$ cat src/rtl/systolic_pkg.sv
// Shared definitions for the systolic feeder and the array bench.
package systolic_pkg;
  localparam int DEF_DATA_W = 16;
  localparam int DEF_N      = 4;

  typedef enum logic [2:0] {
    LOAD,
    CLEAR,
    STREAM,
    DRAIN,
    DONE
  } state_t;
endpackage

$ cat src/rtl/skew_lane_mux.sv
// One lane of operand skew: picks vec[t-LANE] while streaming, else zero.
module skew_lane_mux #(
  parameter int DATA_W = 16,
  parameter int N      = 4,
  parameter int LANE   = 0,
  parameter int TW     = 4
) (
  input  logic              en,
  input  logic [TW-1:0]     t,
  input  logic [DATA_W-1:0] vec [N],
  output logic [DATA_W-1:0] elem
);

  // Lane LANE sees element k exactly when t == LANE+k; all other cycles are bubbles.
  always_comb begin
    elem = '0;
    for (int k = 0; k < N; k++)
      if (en && t == TW'(LANE + k)) elem = vec[k];
  end

endmodule

$ cat src/rtl/systolic_feeder.sv
// Loads an NxN A and B, then streams them diagonally skewed into a systolic array.
module systolic_feeder
  import systolic_pkg::*;
#(
  parameter int DATA_W    = DEF_DATA_W,
  parameter int N         = DEF_N,
  parameter int DRAIN_CYC = 2 * N
) (
  input  logic              clk,
  input  logic              rst_n,
  input  logic              ld_valid,
  output logic              ld_ready,
  input  logic [DATA_W-1:0] ld_data [N],
  input  logic              abort,
  output logic              acc_clr,
  output logic              valid_out,
  output logic [DATA_W-1:0] a_out [N],
  output logic [DATA_W-1:0] b_out [N],
  output logic              busy,
  output logic              done
);

  // One counter serves as beat index (LOAD), t (STREAM) and drain timer (DRAIN).
  localparam int CMAX = (3 * N > DRAIN_CYC) ? 3 * N : DRAIN_CYC;
  localparam int CW   = $clog2(CMAX + 1);

  state_t          state, state_n;
  logic [CW-1:0]   cnt, cnt_n;
  logic            hs;
  logic [DATA_W-1:0] a_mem [N][N];   // a_mem[i] = row i of A
  logic [DATA_W-1:0] b_mem [N][N];   // b_mem[j] = column j of B
  logic [DATA_W-1:0] a_nxt [N];
  logic [DATA_W-1:0] b_nxt [N];

  assign ld_ready = (state == LOAD);
  assign busy     = (state != LOAD);
  assign hs       = ld_valid & ld_ready;

  // State and counter register.
  always_ff @(posedge clk or negedge rst_n) begin
    if (!rst_n) begin
      state <= LOAD;
      cnt   <= '0;
    end else begin
      state <= state_n;
      cnt   <= cnt_n;
    end
  end

  // Next-state logic; abort overrides everything, including a same-cycle beat.
  always_comb begin
    state_n = state;
    cnt_n   = cnt;
    case (state)
      LOAD: if (hs) begin
        if (cnt == CW'(2 * N - 1)) begin
          state_n = CLEAR;
          cnt_n   = '0;
        end else begin
          cnt_n = cnt + 1'b1;
        end
      end
      CLEAR: begin
        state_n = STREAM;
        cnt_n   = '0;
      end
      STREAM: begin
        if (cnt == CW'(3 * N - 3)) begin
          state_n = (DRAIN_CYC == 0) ? DONE : DRAIN;
          cnt_n   = '0;
        end else begin
          cnt_n = cnt + 1'b1;
        end
      end
      DRAIN: begin
        if (cnt == CW'(DRAIN_CYC - 1)) begin
          state_n = DONE;
          cnt_n   = '0;
        end else begin
          cnt_n = cnt + 1'b1;
        end
      end
      DONE: begin
        state_n = LOAD;
        cnt_n   = '0;
      end
      default: begin
        state_n = LOAD;
        cnt_n   = '0;
      end
    endcase
    if (abort) begin
      state_n = LOAD;
      cnt_n   = '0;
    end
  end

  // Operand storage; written only on accepted, non-aborted beats. No reset needed
  // because the outputs only see it after a complete load.
  always_ff @(posedge clk) begin
    for (int k = 0; k < N; k++) begin
      if (hs && !abort && cnt == CW'(k))     a_mem[k] <= ld_data;
      if (hs && !abort && cnt == CW'(N + k)) b_mem[k] <= ld_data;
    end
  end

  for (genvar g = 0; g < N; g++) begin : g_lane
    skew_lane_mux #(.DATA_W(DATA_W), .N(N), .LANE(g), .TW(CW)) u_a (
      .en   (state_n == STREAM),
      .t    (cnt_n),
      .vec  (a_mem[g]),
      .elem (a_nxt[g])
    );
    skew_lane_mux #(.DATA_W(DATA_W), .N(N), .LANE(g), .TW(CW)) u_b (
      .en   (state_n == STREAM),
      .t    (cnt_n),
      .vec  (b_mem[g]),
      .elem (b_nxt[g])
    );
  end

  // Outputs are registered from the next state so they line up with the state cycle.
  always_ff @(posedge clk or negedge rst_n) begin
    if (!rst_n) begin
      acc_clr   <= 1'b0;
      valid_out <= 1'b0;
      done      <= 1'b0;
      a_out     <= '{default: '0};
      b_out     <= '{default: '0};
    end else begin
      acc_clr   <= (state_n == CLEAR);
      valid_out <= (state_n == STREAM);
      done      <= (state_n == DONE);
      a_out     <= a_nxt;
      b_out     <= b_nxt;
    end
  end

endmodule
$ cat config.mk
export PLATFORM = sky130hd
export DESIGN_NAME = systolic_feeder
export DESIGN_NICKNAME = d
export VERILOG_FILES = /design/src/rtl/systolic_pkg.sv /design/src/rtl/skew_lane_mux.sv /design/src/rtl/systolic_feeder.sv
export SDC_FILE = /design/constraint.sdc
export NUM_CORES = 1
export LEC_CHECK = 0
export ABC_AREA = 1
export CAP_MARGIN = 25
export CORE_UTILIZATION = 30
export CTS_CLUSTER_SIZE = 12
export DETAILED_ROUTE_END_ITERATION = 12
export GPL_TIMING_DRIVEN = 0
export PLACE_DENSITY = 0.49
export RECOVER_POWER = 50
export SLEW_MARGIN = 20
export SYNTH_ARGS = -nofsm -noshare
export SYNTH_HDL_FRONTEND = slang
export SYNTH_HIERARCHICAL = 1
export SYNTH_SLANG_ARGS = --single-unit
$ cat constraint.sdc
create_clock -name clk -period 8.15 [get_ports clk]
set_input_delay 1.63 -clock clk [delete_from_list [all_inputs] [get_ports clk]]
set_output_delay 1.63 -clock clk [all_outputs]
set_load 0.005 [all_outputs]
Word-level counts from Yosys, hierarchy flattened
Memories as Yosys holds them, arrays and structs flattened.
Cells that the tools add are included.
Word-level totals
  RAM bits: 512
  memory bits (read-only): 0
  logic and storage cells: 141
  register bits: 138
  output and inout port bits: 133
  memories: 2
  bits in latches: 0
Cells by class
  add/sub/neg operators: 1
  reduce and logical (&&, ||, !) cells: 27
  muxes and demuxes: 77
  eq/ne operators: 20
  bitwise gates (word level): 1
  multiply operators: 0
  magnitude comparators: 0
  div/mod/pow operators: 0
  shift operators: 0
Memories
  a_mem: depth 4, width 64, rd ports 4, clocked after Yosys merged registers in 0, write ports 1, line systolic_feeder.sv:30  | logic [DATA_W-1:0] a_mem [N][N];
  b_mem: depth 4, width 64, rd ports 4, clocked after Yosys merged registers in 0, write ports 1, line systolic_feeder.sv:31  | logic [DATA_W-1:0] b_mem [N][N];
Operators by type and width (count)
  $mux W16: 32
  $mux W64: 6
  $reduce_or A64 Y1: 6
  $eq A4 B3 Y1 const B: 7
  $mux W1: 22
  $eq A4 B2 Y1 const B: 4
  $logic_and A1 B1 Y1: 16
  $mux W4: 4
  $mux W3: 5
  $mux W2: 6
  $pmux W3 S4: 1
  $pmux W4 S3: 1
  $eq A3 B2 Y1 const B: 3
  $eq A4 B1 Y1 const B: 2
  $logic_not A4 Y1: 2
  $eq A3 B1 Y1 const B: 2
  $add A4 B1 Y4 const B: 1
  $eq A4 B4 Y1 const B: 1
  $eq A3 B3 Y1 const B: 1
  $logic_not A3 Y1: 1
  $reduce_bool A3 Y1: 1
  $and A1 B1 Y1: 1
  $logic_not A1 Y1: 1

Depth between registers and ports, before layout
Gate-level depths: netlist of run 1.
  depth in word-level cells: 11
  mapped depth: 14

Cells and area by module
The synthesis of run 1 kept the hierarchy.
Modules (own cells, without submodules)
  systolic_feeder: sequential area each 18828.1 µm², area an instance 19274.7 µm², instances 1, cells each 741
  skew_lane_mux (g_lane[0].u_a ...): sequential area each 0.0 µm², area an instance 694.4 µm², instances 2, cells each 105
  skew_lane_mux (g_lane[1].u_a ...): sequential area each 0.0 µm², area an instance 630.6 µm², instances 2, cells each 104
  skew_lane_mux (g_lane[2].u_a ...): sequential area each 0.0 µm², area an instance 625.6 µm², instances 2, cells each 106
  skew_lane_mux (g_lane[3].u_a ...): sequential area each 0.0 µm², area an instance 605.6 µm², instances 2, cells each 104

Worst setup path before layout of run 1
No wires, ideal clock.
  kind: input-to-reg
  from: input ld_valid
  to: memory b_mem[0][0] (netlist bit), enable pin
  library setup time: 565 ps
  stages: 4
  data arrival time: 6394 ps
  setup slack: 1191 ps
  cells stage by stage: nand3_1 or2_1 buf_6 nor3_1
Between the ends
  word-level cells in the longest chain between the ends: 9
  elaborated cells on any way between the ends: 23
  classes of those cells: mux (14); bitwise (1); reduce/logical (8)
Ends and longest elaborated chain
  start, declared: line systolic_feeder.sv:11  | input logic ld_valid,
  $and A1 B1 Y1 *: line systolic_feeder.sv:37  | assign hs = ld_valid & ld_ready;
  $logic_and A1 B1 Y1 *: line systolic_feeder.sv:103  | if (hs && !abort && cnt == CW'(N + k)) b_mem[k] <= ld_data;
  $logic_and A1 B1 Y1: line systolic_feeder.sv:103
  $mux W1: line systolic_feeder.sv:103
  $mux W1 (not written as such): line systolic_feeder.sv:103
  $reduce_or A64 Y1 (no line)
  $mux W2 (no line) or $mux W1 (tied branches) (3 in series)
  end, declared: line systolic_feeder.sv:31
Mark *: on every way between the ends. The rest lies on a longest branch, timed or not.

==> key figures, run 1 <==
Status
  • Outcome: complete, but fails checks
  • Failing checks: max-capacitance violations, max-slew violations

Synthesis
  • Warnings, synthesis: 6
  • Synth cell types: 26
  • Synthesis-stage register bit count: 650
  • Avg Cell Area, Syn: 15.4 sq um
  • Synthesized instance count: 1579
  • Proportion of synthesized chip area in sequential cells: 77.2%
  • Mapped Nets: 1651
  • Synthesized area: 24400 sq um

Clock tree
  • Max H-tree Level: 3
  • Clock Latency Late Sink: 0.63 ns
  • CTS Buf Count: 72
  • Setup bufs post-CTS: 0
  • Clock Sinks: 650
  • Longest Clk Path Bufs: 3
  • CTS clk-pin slew, worst paths: 0.06 ns
  • PostCTS Resize Cnt: 0
  • CTS tree: done
  • Cts hold-fix bufs: 0
  • CTS root buffer: clkbuf_16

Finish
  • Ratio of cells with drive above 1 in the final layout: 16.2%
  • Most frequent cells in the layout: 512 x edfxtp_1, 496 x nand4_1, 138 x dfrtp_1
  • Cell area after layout: 30500 sq um
  • Area grow syn2layout: 25.1%
  • Post-route non-filler standard cell count: 3024
  • Final core utilization: 37.9%
  • Fill count: 7553
  • Multi-input logic area: 4540 sq um
  • Reg area: 18800 sq um
  • Commonest non-fill, non-tap cell in the layout: edfxtp_1
  • Nets: 1975

Hold path
  • Class of the worst hold path: reg -> reg

STA
  • Tmin final: 4.86 ns
  • Skew final: 0.0342 ns
  • Final setup vio count: 0
  • Slew Limit Fails: 99
  • Setup_tns: 0 ns
  • Worst setup margin: 3.29 ns
  • Final hold violation count: 0
  • RSZ-0062 raised after global routing: false
  • Final worst-path cycle share: 59.6%
  • Worst Max-Slew Pin Slew: 3.85 ns
  • Relative slew slack: -157%
  • WHS: 0.467 ns
  • Max Clk Rate: 206 MHz

Setup path
  • CP required: 8.54 ns
  • Critical path endpoint: b_out[47]
  • Reg2reg end: b_out[47]
  • R2r worst-path depth: 10
  • Crit. End Element: flip-flop
  • Startpoint Class: input port
  • R2r startpoint: cnt[0]
  • Arrival @ worst endpoint: 5.25 ns
  • R2r setup slk: 4.07 ns
  • Crit Path Class: in -> reg
  • CP startpoint: ld_valid
  • Crit-path max FO: 12

Drt
  • WL/cell: 27.7 um
  • First-pass detailed-route iteration total: 6
  • Total wire length: 83600 um
  • Vias per std cell: 5.34
  • DRC errors left: 0
  • Starting DRT DRC Count: 1597
  • Vias: 16200
  • ANT nets after route: 0

Global routing
  • Largest net degree at the start of global routing: 75
  • Vias in the first global route: 16100
  • Gr ovfl total: 0
  • All-Layer GR Usage: 20.1%
  • First-pass GRT wire length: 117000 um
  • Antenna violations before repair: 12

Die
  • Row count: 104
  • Core area: 80400 sq um
  • Die area: 82400 sq um
  • Die height: 287 um
  • Starting density of the core: 30.3%
  • IO Count: 201
  • Die width: 287 um

Power and ir drop
  • Worst VDD drop: 0.138 mV
  • Power Dens Cells: 238 nW/um^2
  • Lkg Pwr: 10.7 nW
  • Design Power: 7.25 mW

Placement
  • GPL Wtd Cong: 0.906
  • Pre-CTS setup slack: 3.30 ns
  • Post-DP Area: 28300 sq um
  • Post-DP HPWL: 56900 um
  • Placed insts: 2889
  • IO buf count: 200

Flow run
  • Max cap viols: 3
[cell usage after synthesis]
library cell	number	share of area (%)
buf_6	27	1.2
and2_1	1	0.026
nand3b_1	2	0.062
inv_2	16	0.25
nor2_1	11	0.17
ha_1	4	0.21
or2_1	1	0.026
nand4_1	496	13
nor3_1	7	0.14
nor2_4	17	0.78
nand3_2	2	0.082
edfxtp_1	512	63
inv_1	34	0.52
clkbuf_1	8	0.12
dfrtp_1	138	14
buf_4	30	0.92
a21oi_1	7	0.14
buf_2	44	0.90
nor2_8	4	0.33
clkbuf_4	6	0.18
nand2_1	112	1.7
nand3_1	76	1.6
nor2_2	17	0.44
o21ai_0	2	0.041
nand2_2	2	0.051
nand2_4	3	0.14
[worst min-delay path by stage]
stage                     slack (ns)   endpoint  cells after the start    startpoint
after floorplan                 0.43   a_out[0]                      2   a_mem[3][0]
after global placement          0.45  b_out[11]                      2  b_mem[3][11]
after detailed placement        0.46  b_out[11]                      2  b_mem[3][11]
after CTS                       0.47  b_out[11]                      2  b_mem[3][11]
after global routing            0.48   a_out[2]                      2   a_mem[3][2]
final                           0.47  b_out[11]                      2  b_mem[3][11]
[power by group]
| part | switching [mW] | total, mW | leakage [nW] | internal [mW] |
|---|---|---|---|---|
| clock network | 1.33 | 3.25 | 1.15 | 1.92 |
| registers | 0.00915 | 3.63 | 6.55 | 3.62 |
| logic | 0.296 | 0.373 | 2.97 | 0.0768 |
| total | 1.63 | 7.25 | 10.7 | 5.62 |
[area by class of cell]
cell class | instances | area share [%]
Sequential cell | 650 | 61.7
Multi-Input combinational cell | 764 | 14.9
Clock buffer | 110 | 6.77
Clock inverter | 22 | 0.943
Inverter | 50 | 0.615
Antenna cell | 3 | 0.0246
Buffer | 115 | 2.68
Tap cell | 1060 | 4.35
Timing Repair Buffer | 250 | 8.04
[state kept, by name, summed over array words and instances, names as in the netlist]
signal and flops:
cnt 4, state 3, b_out 64, done 1, valid_out 1, acc_clr 1
a_mem 256, b_mem 256, a_out 64
[critical path: stages]
cell           delay [ns]
dlygate4sd3_1        0.58
inv_1                0.11
nor2_1               0.10
nand2_1              0.07
nand3_1              0.06
a21oi_1              1.61
nor2_2               0.37
buf_4                0.35
nand4_1              0.10
nand4_1              0.24
[layer usage]
layer / up-vias / global-route usage (%) / routed length, um
li1: 6940 / - / -
met2: 801 / 34.0 / 41200
met3: 184 / 3.49 / 5910
met1: 8225 / 25.6 / 33400
met5: - / 0 / 0
met4: 0 / 7.82 / 3180
[kinds of logic (layout without fill, tap and decap cells)]
kind of cell / count (synthesis) / after routing / synth area share [%]
flip-flops: 650 / 650 / 77.2
adder cells (fa/ha/maj): 4 / 4 / 0.205
other: 0 / 3 / 0
AND/OR/NAND/NOR: 751 / 751 / 18.3
buffers and inverters: 165 / 547 / 4.15
AO/OA/AOI/OAI: 9 / 9 / 0.185
(Power assumes the default switching activity.)
==> run 2, diff against run 1 <==
- PLACE_DENSITY: 0.49 -> 0.5
- clock period: 8.15 -> 4.1 ns (I/O delays scaled with it)
==> run 2 against run 1 <==
Against the previous run:
- the run still ends with max-capacitance violations, max-slew violations left
- cell area is 0.56% higher
- first-iteration DRC count is 2.9% lower
- flip-flop and latch count stayed put
- final cell count shrank 0.40%
- total power is 100% higher
- critical path depth is 3 lower
- worst hold slack improved by 0.0070 ns
- non-clock buffer count shrank 17
- clock skew is 0.0025 ns lower
- die area did not move
- highest routed layer unchanged
==> key figures, run 2 (synthesized netlist as in run 1, its figures left out) <==
Drt
  • Vias: 15800
  • WL/cell: 26.6 um
  • ANT nets after route: 0
  • Starting DRT DRC Count: 1550
  • Vias per std cell: 5.25
  • DRC errors left: 0
  • First-pass detailed-route iteration total: 7
  • Total wire length: 80100 um

Placement
  • Post-DP HPWL: 56900 um
  • Post-DP Area: 28400 sq um
  • IO buf count: 200
  • GPL Wtd Cong: 0.887
  • Placed insts: 2872

Clock tree
  • Max H-tree Level: 3
  • Cts hold-fix bufs: 0
  • Clock Sinks: 650
  • Setup bufs post-CTS: 0
  • CTS root buffer: clkbuf_16
  • CTS clk-pin slew, worst paths: 0.06 ns
  • CTS tree: done
  • PostCTS Resize Cnt: 0
  • Longest Clk Path Bufs: 3
  • CTS Buf Count: 74
  • Clock Latency Late Sink: 0.63 ns

STA
  • Tmin final: 3.50 ns
  • Skew final: 0.0318 ns
  • Final setup vio count: 0
  • Worst Max-Slew Pin Slew: 1.92 ns
  • Slew Limit Fails: 102
  • Relative slew slack: -28.1%
  • RSZ-0062 raised after global routing: false
  • Max Clk Rate: 286 MHz
  • Final hold violation count: 0
  • WHS: 0.474 ns
  • Final worst-path cycle share: 85.3%

Global routing
  • M1 GR Usage: 25.1%
  • Grt met3 use: 2.96%
  • All-Layer GR Usage: 19.2%
  • Vias in the first global route: 15500
  • Largest net degree at the start of global routing: 74
  • Gr ovfl total: 0
  • First-pass GRT wire length: 112000 um
  • Met2 global-route usage: 32.9%
  • Busiest grt layer: met2
  • Antenna violations before repair: 7

Power and ir drop
  • Worst VDD drop: 0.293 mV
  • Lkg Pwr: 10.7 nW
  • Power Dens Cells: 472 nW/um^2
  • Design Power: 14.5 mW

Setup path
  • Slowest stage delay, CP: 1.17 ns
  • Crit. End Element: flip-flop
  • CP required: 4.41 ns
  • Crit-path slowest cell: clkbuf_1
  • Crit Path Class: in -> reg
  • R2r worst-path depth: 7
  • Arrival @ worst endpoint: 3.81 ns
  • R2r setup slk: 0.69 ns
  • CP Cell Sequence: dlygate4sd3_1, inv_1, nor2_4, nand2_1, nor2_1, clkbuf_1, buf_12
  • Crit-path max FO: 30
  • Worst path depth: 7
  • CP bufs+invs: 4
  • Startpoint Class: input port
  • CP top delay family: buffers and inverters

Finish
  • Regs by FF count: a_mem x256, b_mem x256
  • Commonest non-fill, non-tap cell in the layout: edfxtp_1
  • Reg area: 18800 sq um
  • Ratio of cells with drive above 1 in the final layout: 15.9%
  • Cell area after layout: 30700 sq um
  • Fill count: 7526
  • Post-route non-filler standard cell count: 3012
  • Area grow syn2layout: 25.8%
  • Nets: 1960
  • Most frequent cells in the layout: 512 x edfxtp_1, 496 x nand4_1, 138 x dfrtp_1
  • Multi-input logic area: 4600 sq um

Die
  • Die height: 287 um
  • Row count: 104
  • Die area: 82400 sq um
  • Starting density of the core: 30.3%
  • Core area: 80400 sq um
  • Die width: 287 um
  • IO Count: 201

Flow run
  • Max cap viols: 2

Hold path
  • Worst hold path stage count: 2
  • Class of the worst hold path: reg -> reg

Status
  • Failing checks: max-capacitance violations, max-slew violations
  • Outcome: complete, but fails checks
[run 2: worst paths after layout]
| kind | startpoint | endpoint |
|---|---|---|
| worst min-delay path | b_mem[1][20] | b_out[36] |
| min in group asynchronous | rst_n | b_out[51] |
| worst min register to register | b_mem[1][20] | b_out[36] |
| max in group asynchronous | rst_n | a_out[12] |
| worst max register to register | cnt[0] | b_mem[3][8] |
| worst max-delay path | ld_valid | b_mem[3][8] |
[run 2: worst min-delay path: cells and delay by family, from the launching register on]
family,cells,cell delay [ns]
flip-flops,1,0.32
AND/OR/NAND/NOR,2,0.12
[run 2: report_power, final]
part	switching (mW)	internal (mW)
Clock	2.66	3.89
Combinational	0.571	0.158
Sequential	0.0184	7.20
[run 2: routing by layer]
layer	wire [um]	vias up	part of all wire [%]
met4	1840	0	2.3
met1	33500	8101	42
met5	0	-	0
met3	5030	112	6.3
li1	-	6917	-
met2	39700	694	50
[run 2: cell type report]
class                           count  area share, %
Sequential cell                   650           61.4
Timing Repair Buffer              233           8.17
Clock inverter                     29           1.05
Tap cell                         1060           4.32
Inverter                           50          0.612
Antenna cell                        3         0.0245
Clock buffer                      108           6.82
Multi-Input combinational cell    764           15.0
Buffer                            115           2.66
[run 2: through the flow]
stage               worst slack [ns]  util [%]   TNS, ns
floorplan                    -0.0794         -    -35.55
global placement               -3.57      34.5  -1485.51
detailed placement            0.0659      35.3         0
CTS                            0.698      38.3         0
global route                   0.313      38.2         0
finish                         0.602      38.2         0
==> run 3, diff against run 2 <==
- CTS_CLUSTER_DIAMETER: default -> 100
==> run 3 against run 2 <==
Against the previous run:
- the run still ends with max-capacitance violations, max-slew violations left
- via count down 0.97%
- global-route usage down 0.15 points
- clock skew down 0.0043 ns
- highest routed layer unchanged
==> key figures, run 3 (synthesized netlist as in run 1, its figures left out) <==
Die
  • Die height: 287 um
  • Starting density of the core: 30.3%
  • Die width: 287 um
  • Die area: 82400 sq um
  • IO Count: 201
  • Row count: 104
  • Core area: 80400 sq um

Finish
  • # diodes: 0
  • Reg area: 18800 sq um
  • Fill count: 7583
  • Ratio of cells with drive above 1 in the final layout: 13.9%
  • Regs by FF count: a_mem x256, b_mem x256
  • Multi-input logic area: 4590 sq um
  • Most frequent cells in the layout: 512 x edfxtp_1, 496 x nand4_1, 138 x dfrtp_1
  • Area grow syn2layout: 23.1%
  • Nets: 1946
  • Commonest non-fill, non-tap cell in the layout: edfxtp_1
  • Final core utilization: 37.3%

Placement
  • GPL Wtd Cong: 0.887
  • IO buf count: 200
  • Post-DP HPWL: 56900 um

Drt
  • Starting DRT DRC Count: 1385
  • Total wire length: 79900 um
  • DRC errors left: 0
  • WL/cell: 26.7 um
  • First-pass detailed-route iteration total: 6
  • Vias: 15700
  • ANT nets after route: 0
  • Vias per std cell: 5.25

STA
  • RSZ-0062 raised after global routing: false
  • Final hold violation count: 0
  • Final setup vio count: 0
  • Skew final: 0.0275 ns
  • Final worst-path cycle share: 85.4%
  • Slew Limit Fails: 102
  • Relative slew slack: -27.9%
  • Worst Max-Slew Pin Slew: 1.92 ns
  • Max Clk Rate: 286 MHz
  • Tmin final: 3.50 ns

Hold path
  • Class of the worst hold path: reg -> reg

Global routing
  • First-pass GRT wire length: 112000 um
  • Gr ovfl total: 0
  • Vias in the first global route: 15400
  • Antenna violations before repair: 7
  • Largest net degree at the start of global routing: 74
  • All-Layer GR Usage: 19.1%

Clock tree
  • Clock Sinks: 650
  • CTS clk-pin slew, worst paths: 0.06 ns
  • Cts hold-fix bufs: 0
  • Max H-tree Level: 2
  • Setup bufs post-CTS: 0
  • CTS root buffer: clkbuf_16
  • Clock Latency Late Sink: 0.65 ns
  • CTS tree: done
  • CTS Buf Count: 60
  • PostCTS Resize Cnt: 0
  • Longest Clk Path Bufs: 3

Setup path
  • CP top delay family: simple AND/OR/NAND/NOR gates
  • Crit-path slowest cell: and2_0
  • CP Cell Sequence: clkdlybuf4s50_1, nor2_1, o21ai_0, a21oi_1, and2_0, buf_16, nor2_2, buf_2, nand4_1, nand4_1
  • Crit-path max FO: 12
  • Crit-path most repeated cell: nand4_1
  • Crit Path Class: in -> reg
  • CP bufs+invs: 3
  • CP required: 4.48 ns
  • Slowest stage delay, CP: 0.87 ns
  • Crit. End Element: flip-flop
  • Startpoint Class: input port
  • Arrival @ worst endpoint: 3.88 ns

Power and ir drop
  • Worst VDD drop: 0.333 mV
  • Power Dens Cells: 439 nW/um^2
  • Lkg Pwr: 10.3 nW
  • Design Power: 13.2 mW

Flow run
  • Max cap viols: 2

Status
  • Failing checks: max-capacitance violations, max-slew violations
  • Outcome: complete, but fails checks
## run 3: tightest hold or removal path, cell delays in order, from the launching register on
cell and delay [ns]:
edfxtp_1 0.32, nand2_1 0.05, nand4_1 0.07
## run 3: through the flow
stage               area, sq um  setup slack [ns]  TNS (ns)  instances  hold slack (ns)
floorplan                 24400           -0.0794    -35.55       1579            0.431
global route              30000             0.303         0       2986            0.499
CTS                       30200             0.723         0       2986            0.138
finish                    30000             0.598         0       2986            0.475
detailed placement        28400            0.0659         0       2872            0.459
global placement          27800             -3.57  -1485.51       2839            0.465
## run 3: routing by layer
metal | vias up | GRT usage [%] | wire length (um)
li1 | 6876 | - | -
met1 | 8029 | 25.5 | 33900
met2 | 649 | 32.7 | 39500
met3 | 116 | 2.30 | 4580
met4 | 0 | 5.19 | 1900
met5 | - | 0 | 0
## run 3: report_power, final
part	internal [mW]	switching [mW]	leakage, nW	total [mW]
logic	0.157	0.570	2.95	0.728
clock network	2.82	2.41	0.840	5.23
registers	7.19	0.0182	6.55	7.21
total	10.2	3.00	10.3	13.2
## run 3: cell type report
class,instances,area share (%)
clock buffers,111,5.74
clock inverters,3,0.183
repair buffers,233,8.35
multi-input cells,764,15.3
inverters,50,0.625
flip-flops and latches,650,62.7
plain buffers,115,2.72
well taps,1060,4.42
## run 3: final timing paths
path                         startpoint        end  slack, ns  depth (start not counted)
min                        b_mem[1][20]  b_out[36]       0.48                          2
min in group asynchronous         rst_n  b_out[51]       0.69                          1
min reg2reg                b_mem[1][20]  b_out[36]       0.48                          2
max in group asynchronous         rst_n  a_out[41]       2.23                          1
max reg2reg                      cnt[0]  b_out[19]       0.69                         12
max                               abort  b_out[19]       0.60                         10
